===== src/rtl/fifo_pkg.sv =====
// Shared constants and width helper for the synchronous FIFO slice.
// Latency: n/a (package only).
// Backpressure: n/a (package only).
package fifo_pkg;

    localparam int DEF_DATA_W = 8;
    localparam int DEF_DEPTH  = 8;

    // Smallest r such that 2**r >= value; used for address and pointer widths.
    function automatic int fifo_clog2(input int value);
        int r;
        r = 0;
        while ((1 << r) < value) begin
            r = r + 1;
        end
        return r;
    endfunction

endpackage


===== src/rtl/fifo_mem.sv =====
// DEPTH x DATA_W storage: one synchronous write port, one registered read port.
// Latency: read data appears on rd_dat one cycle after rd_vld is sampled.
// Backpressure: none; caller guarantees only legal reads/writes are presented.
module fifo_mem
    import fifo_pkg::*;
#(
    parameter int  DATA_W = DEF_DATA_W,
    parameter int  DEPTH  = DEF_DEPTH,
    localparam int AW     = fifo_clog2(DEPTH)
) (
    input  logic              clk,
    input  logic              reset,
    input  logic              wr_vld,
    input  logic [AW-1:0]     wr_addr,
    input  logic [DATA_W-1:0] wr_dat,
    input  logic              rd_vld,
    input  logic [AW-1:0]     rd_addr,
    output logic [DATA_W-1:0] rd_dat
);

    logic [DATA_W-1:0] mem [DEPTH];
    logic [DATA_W-1:0] rd_dat_q;
    logic [DATA_W-1:0] rd_dat_d;

    // Read register loads the addressed entry on a read, otherwise holds.
    always_comb begin
        rd_dat_d = rd_dat_q;
        if (rd_vld) begin
            rd_dat_d = mem[rd_addr];
        end
    end

    // Storage array is deliberately left unreset; only the write port updates it.
    always_ff @(posedge clk) begin
        if (wr_vld) begin
            mem[wr_addr] <= wr_dat;
        end
    end

    // Read register clears on reset so data_out starts at zero.
    always_ff @(posedge clk) begin
        if (!reset) begin
            rd_dat_q <= '0;
        end else begin
            rd_dat_q <= rd_dat_d;
        end
    end

    assign rd_dat = rd_dat_q;

endmodule


===== src/rtl/sync_fifo_param.sv =====
// Parameterised single-clock FIFO with occupancy/threshold flags and sticky errors.
// Latency: 1 cycle write-to-readable; 1 cycle read_e-to-data_out.
// Backpressure: writes rejected when full (unless a read frees a slot), reads when empty.
module sync_fifo_param
    import fifo_pkg::*;
#(
    parameter int  DATA_W   = DEF_DATA_W,
    parameter int  DEPTH    = DEF_DEPTH,
    parameter int  AF_LEVEL = DEPTH - 2,
    parameter int  AE_LEVEL = 2,
    localparam int AW       = fifo_clog2(DEPTH)
) (
    input  logic              clk,
    input  logic              reset,
    input  logic              write_e,
    input  logic [DATA_W-1:0] data_in,
    input  logic              read_e,
    output logic [DATA_W-1:0] data_out,
    output logic              full,
    output logic              empty,
    output logic              almost_full,
    output logic              almost_empty,
    output logic [AW:0]       count,
    output logic              overflow,
    output logic              underflow
);

    // Illegal parameter sets stop elaboration rather than building a broken FIFO.
    if (DATA_W < 1 || DATA_W > 64) begin : g_bad_data_w
        $fatal(1, "sync_fifo_param: DATA_W out of range 1..64");
    end
    if (DEPTH < 2 || DEPTH > 1024 || (DEPTH & (DEPTH - 1)) != 0) begin : g_bad_depth
        $fatal(1, "sync_fifo_param: DEPTH must be a power of two in 2..1024");
    end
    if (AF_LEVEL < 1 || AF_LEVEL > DEPTH - 1) begin : g_bad_af
        $fatal(1, "sync_fifo_param: AF_LEVEL out of range 1..DEPTH-1");
    end
    if (AE_LEVEL < 1 || AE_LEVEL > DEPTH - 1) begin : g_bad_ae
        $fatal(1, "sync_fifo_param: AE_LEVEL out of range 1..DEPTH-1");
    end

    localparam logic [AW:0] AF_LVL  = AF_LEVEL[AW:0];
    localparam logic [AW:0] AE_LVL  = AE_LEVEL[AW:0];
    localparam logic [AW:0] PTR_ONE = {{AW{1'b0}}, 1'b1};

    logic [AW:0] wr_ptr_q, wr_ptr_d;
    logic [AW:0] rd_ptr_q, rd_ptr_d;
    logic        overflow_q, overflow_d;
    logic        underflow_q, underflow_d;
    logic        rd_acc;
    logic        wr_acc;

    // Flags and count decode straight from the registered pointers.
    always_comb begin
        empty        = (wr_ptr_q == rd_ptr_q);
        full         = (wr_ptr_q[AW] != rd_ptr_q[AW]) &&
                       (wr_ptr_q[AW-1:0] == rd_ptr_q[AW-1:0]);
        count        = wr_ptr_q - rd_ptr_q;
        almost_full  = (count >= AF_LVL);
        almost_empty = (count <= AE_LVL);
    end

    // Accept decisions, pointer advance and sticky error capture.
    always_comb begin
        rd_acc      = read_e && !empty;
        wr_acc      = write_e && (!full || rd_acc);
        wr_ptr_d    = wr_ptr_q;
        rd_ptr_d    = rd_ptr_q;
        overflow_d  = overflow_q;
        underflow_d = underflow_q;
        if (wr_acc) begin
            wr_ptr_d = wr_ptr_q + PTR_ONE;
        end
        if (rd_acc) begin
            rd_ptr_d = rd_ptr_q + PTR_ONE;
        end
        if (write_e && !wr_acc) begin
            overflow_d = 1'b1;
        end
        if (read_e && !rd_acc) begin
            underflow_d = 1'b1;
        end
    end

    // Pointer and error registers; reset wins over any concurrent operation.
    always_ff @(posedge clk) begin
        if (!reset) begin
            wr_ptr_q    <= '0;
            rd_ptr_q    <= '0;
            overflow_q  <= 1'b0;
            underflow_q <= 1'b0;
        end else begin
            wr_ptr_q    <= wr_ptr_d;
            rd_ptr_q    <= rd_ptr_d;
            overflow_q  <= overflow_d;
            underflow_q <= underflow_d;
        end
    end

    assign overflow  = overflow_q;
    assign underflow = underflow_q;

    // Write/read enables are masked by reset so storage is untouched while held.
    fifo_mem #(
        .DATA_W (DATA_W),
        .DEPTH  (DEPTH)
    ) u_mem (
        .clk     (clk),
        .reset   (reset),
        .wr_vld  (wr_acc && reset),
        .wr_addr (wr_ptr_q[AW-1:0]),
        .wr_dat  (data_in),
        .rd_vld  (rd_acc && reset),
        .rd_addr (rd_ptr_q[AW-1:0]),
        .rd_dat  (data_out)
    );

endmodule

===== config.mk =====
export PLATFORM = sky130hd
export DESIGN_NAME = sync_fifo_param
export DESIGN_NICKNAME = d
export VERILOG_FILES = /design/src/rtl/fifo_pkg.sv /design/src/rtl/fifo_mem.sv /design/src/rtl/sync_fifo_param.sv
export SDC_FILE = /design/constraint.sdc
export NUM_CORES = 1
export LEC_CHECK = 0
export CORE_ASPECT_RATIO = 1.2
export CORE_MARGIN = 3
export CORE_UTILIZATION = 25
export DETAILED_ROUTE_END_ITERATION = 7
export GPL_TIMING_DRIVEN = 0
export PLACE_DENSITY = 0.38
export SLEW_MARGIN = 20
export SYNTH_ARGS = -nofsm -noshare
export SYNTH_HDL_FRONTEND = slang
export SYNTH_SLANG_ARGS = --single-unit

===== constraint.sdc =====
create_clock -name clk -period 3.4 [get_ports clk]
set_clock_uncertainty 0.1 [all_clocks]
set_input_delay 0.68 -clock clk [delete_from_list [all_inputs] [get_ports clk]]
set_output_delay 0.68 -clock clk [all_outputs]
set_load 0.005 [all_outputs]

==> reports/results.txt <==
largest family of logic cells by synthesized area: multiplexers
asr flop ratio synth: 0
total global-route track usage: 0.1128
synthesized area per cell: 14.91 um^2
GRT overflow: 0
Adder-Cell Fraction of Synth Area: 0.02462
xor/xnor share of the synthesized area: 0.01790
Reg power frac: 0.459
#FFs+latches synth: 82
Cells after DPL: 425
clock share of power: 0.355
WP data required: 2.62 ns
status: finished, final reports clean
CP Max Fanout: 7
Final Cycle Share: 0.9539
Top FF cell, synth: edfxtp_1
first-pass GRT wire length: 12.12 mm
number of global-route vias before repair: 1,949
Sw Share: 0.2521
DR iter-0 viols: 164
Reg clk slew, reported paths: 0.06 ns
DR vias/cell: 4.338
Synth area leaders: edfxtp_1 57%, dfxtp_1 11%, mux4_2 5.4%
endpoint type of the worst setup path: output pin
fmax: 308.3 MHz
Synth area leader: edfxtp_1
Net Sw Power: 0.6317 mW
DR DRC count: 0
power per cell area: 587.8 mW/mm^2
Layout Nets: 290
most frequent cell after synthesis: edfxtp_1
Die X: 111.7 um
H-tree levels: 3
fillcell total: 1,286
CTS root buf: clkbuf_16
Setup WS pre-CTS: -0.1289 ns
die height: 132.9 um
Pleak: 1.364 nW
fin crit period: 3.243 ns
register area share after synthesis: 0.6803
Detailed Routing Iterations Pass 1: 4
fraction of layout cells with a size suffix above 1: 0.1841
Synth warnings: 0
CTS Buf Count: 9
area of the multi-input gates: 0.001020 mm^2
critical path class: reg -> out
Placement Rows: 45
Final setup viols: 0
Post-Synth Simple-Gate Area: 0.05558
max cap viols: 0
synth unique cells: 35
Clock Sink Count: 82
WL/cell: 17.89 um
CP startpoint kind: flip-flop
Gate Count Post-Synth: 225
# hold bufs at CTS: 0
post-synth top area share: 0.5729
Area Growth Syn to Fin: 27.08%
worst skew pair latency: 0.33 ns
TritonCTS clock tree: done
peak supply drop: 0.0001939 V
CTS max path bufs: 2
Placer Congestion: 0.7161
# diodes: 0
proportion of synthesized area in mux cells: 0.1044
Hold Path Class: reg -> reg
Synth Net Count: 243
number of cells in the finished layout apart from fillers: 441
largest net degree at the start of global routing: 19
Reg area: 0.002283 mm^2
Comb power frac: 0.186
synth cell count leaders: 64 x edfxtp_1, 20 x a21oi_1, 18 x dfxtp_1
final hold viol count: 0
core footprint: 0.01289 mm^2
Worst-Margin Slew: 0.6414 ns
WHS: 0.3931 ns
via count: 1,913
initial antenna violation count: 0
DRT antenna net count: 0
I/O Buffers: 28
Int Pwr: 1.874 mW
compound-gate portion of the synthesized area: 0.08653
routed wire length: 7.888 mm
Max transition margin: 0.5701
Worst Path Arrival: 2.46 ns
number of I/O pins: 30
setup ws final: 0.1567 ns
initial core utilization: 0.2602
total power: 2.506 mW
unrepaired setup endpoints after global routing: no
FF-to-FF setup slack: 0.43 ns
Synth Cell Area: 0.003354 mm^2
number of synthesized flops with an enable pin: 64
die area: 0.01485 mm^2
Final HPWL DP: 5.673 mm
Final Slew Violations: 0
==> registers in the layout, indices dropped and copies added, names as in the netlist <==
signal	flops
wr_ptr_q	4
rd_ptr_q	4
u_mem.rd_dat	8
underflow	1
overflow	1
u_mem.mem	64
==> power groups by stage <==
stage / Sequential, mW / Clock (mW) / Combinational, mW
floorplan: 1.17 / 0 / 0.233
global placement: 1.17 / 0 / 0.458
detailed placement: 1.17 / 0 / 0.462
CTS: 1.15 / 0.915 / 0.468
global route: 1.16 / 0.960 / 0.515
finish: 1.15 / 0.889 / 0.467
==> critical path, cell delays in order, from the launching register on <==
cell and delay [ns]:
dfxtp_1 0.33, clkbuf_4 0.19, inv_1 0.07, ha_1 0.21, fa_1 0.41, xnor2_2 0.16
a21oi_1 0.13, o21a_1 0.14, clkdlybuf4s50_1 0.49
==> layout by cell type, fill, tap and decap left out, types with 5 or more instances in the layout <==
cell             synthesis  final
edfxtp_1                64     64
clkdlybuf4s50_1          0     28
a21oi_1                 20     20
mux2i_1                 17     17
dfxtp_1                 18     17
o21ai_0                 11      9
clkbuf_16                0      9
inv_1                    8      8
nand2_1                  8      8
mux4_2                   8      8
o22ai_1                  8      8
nor3_2                   0      6
buf_6                    2      5
clkbuf_1                 3      5
ha_1                     5      5
==> worst paths after layout <==
kind                            start                   endpoint  depth (start not counted)
max          wr_ptr_q[0]$_SDFFE_PN0N_               almost_empty                          8
min             overflow$_SDFFE_PN0P_      overflow$_SDFFE_PN0P_                          2
max reg2reg  rd_ptr_q[2]$_SDFFE_PN0P_  u_mem.mem[0][3]$_DFFE_PP_                          8
min reg2reg     overflow$_SDFFE_PN0P_      overflow$_SDFFE_PN0P_                          2
==> per-stage QoR <==
stage               area (um^2)  setup TNS (ns)    util
floorplan                  3354               0       -
global placement           3840          -48.59  0.2978
detailed placement         3953         -0.5184  0.3066
CTS                        4245               0  0.3293
global route               4263               0  0.3306
finish                     4263               0  0.3306
==> final cells by class <==
| cell class | instances | share of cell area |
|---|---|---|
| clock inverter | 4 | 0.006457 |
| buffer | 11 | 0.02172 |
| inverter | 8 | 0.007044 |
| tap | 164 | 0.04814 |
| multi-input combinational | 123 | 0.2392 |
| clock buffer | 12 | 0.05782 |
| sequential | 82 | 0.5357 |
| timing repair buffer | 37 | 0.08394 |
==> repair_timing <==
action / in CTS / in global routing
buffers inserted: 1 / 0
setup endpoints to repair: 16 / 4
gates resized for setup: 6 / 6
==> routing by layer <==
| metal | vias up | GRT usage | share of wire |
|---|---|---|---|
| li1 | 949 | - | - |
| met1 | 921 | 0.1409 | 0.44 |
| met2 | 37 | 0.1857 | 0.52 |
| met3 | 6 | 0.02470 | 0.034 |
| met4 | 0 | 0.05274 | 0.014 |
| met5 | - | 0 | 0 |
==> kinds of logic after synthesis <==
family | Yosys count
AO/OA/AOI/OAI | 49
AND/OR/NAND/NOR | 37
buffers and inverters | 20
multiplexers | 25
adder cells (fa/ha/maj) | 6
flip-flops | 82
XOR/XNOR | 6
(Power assumes the default switching activity.)
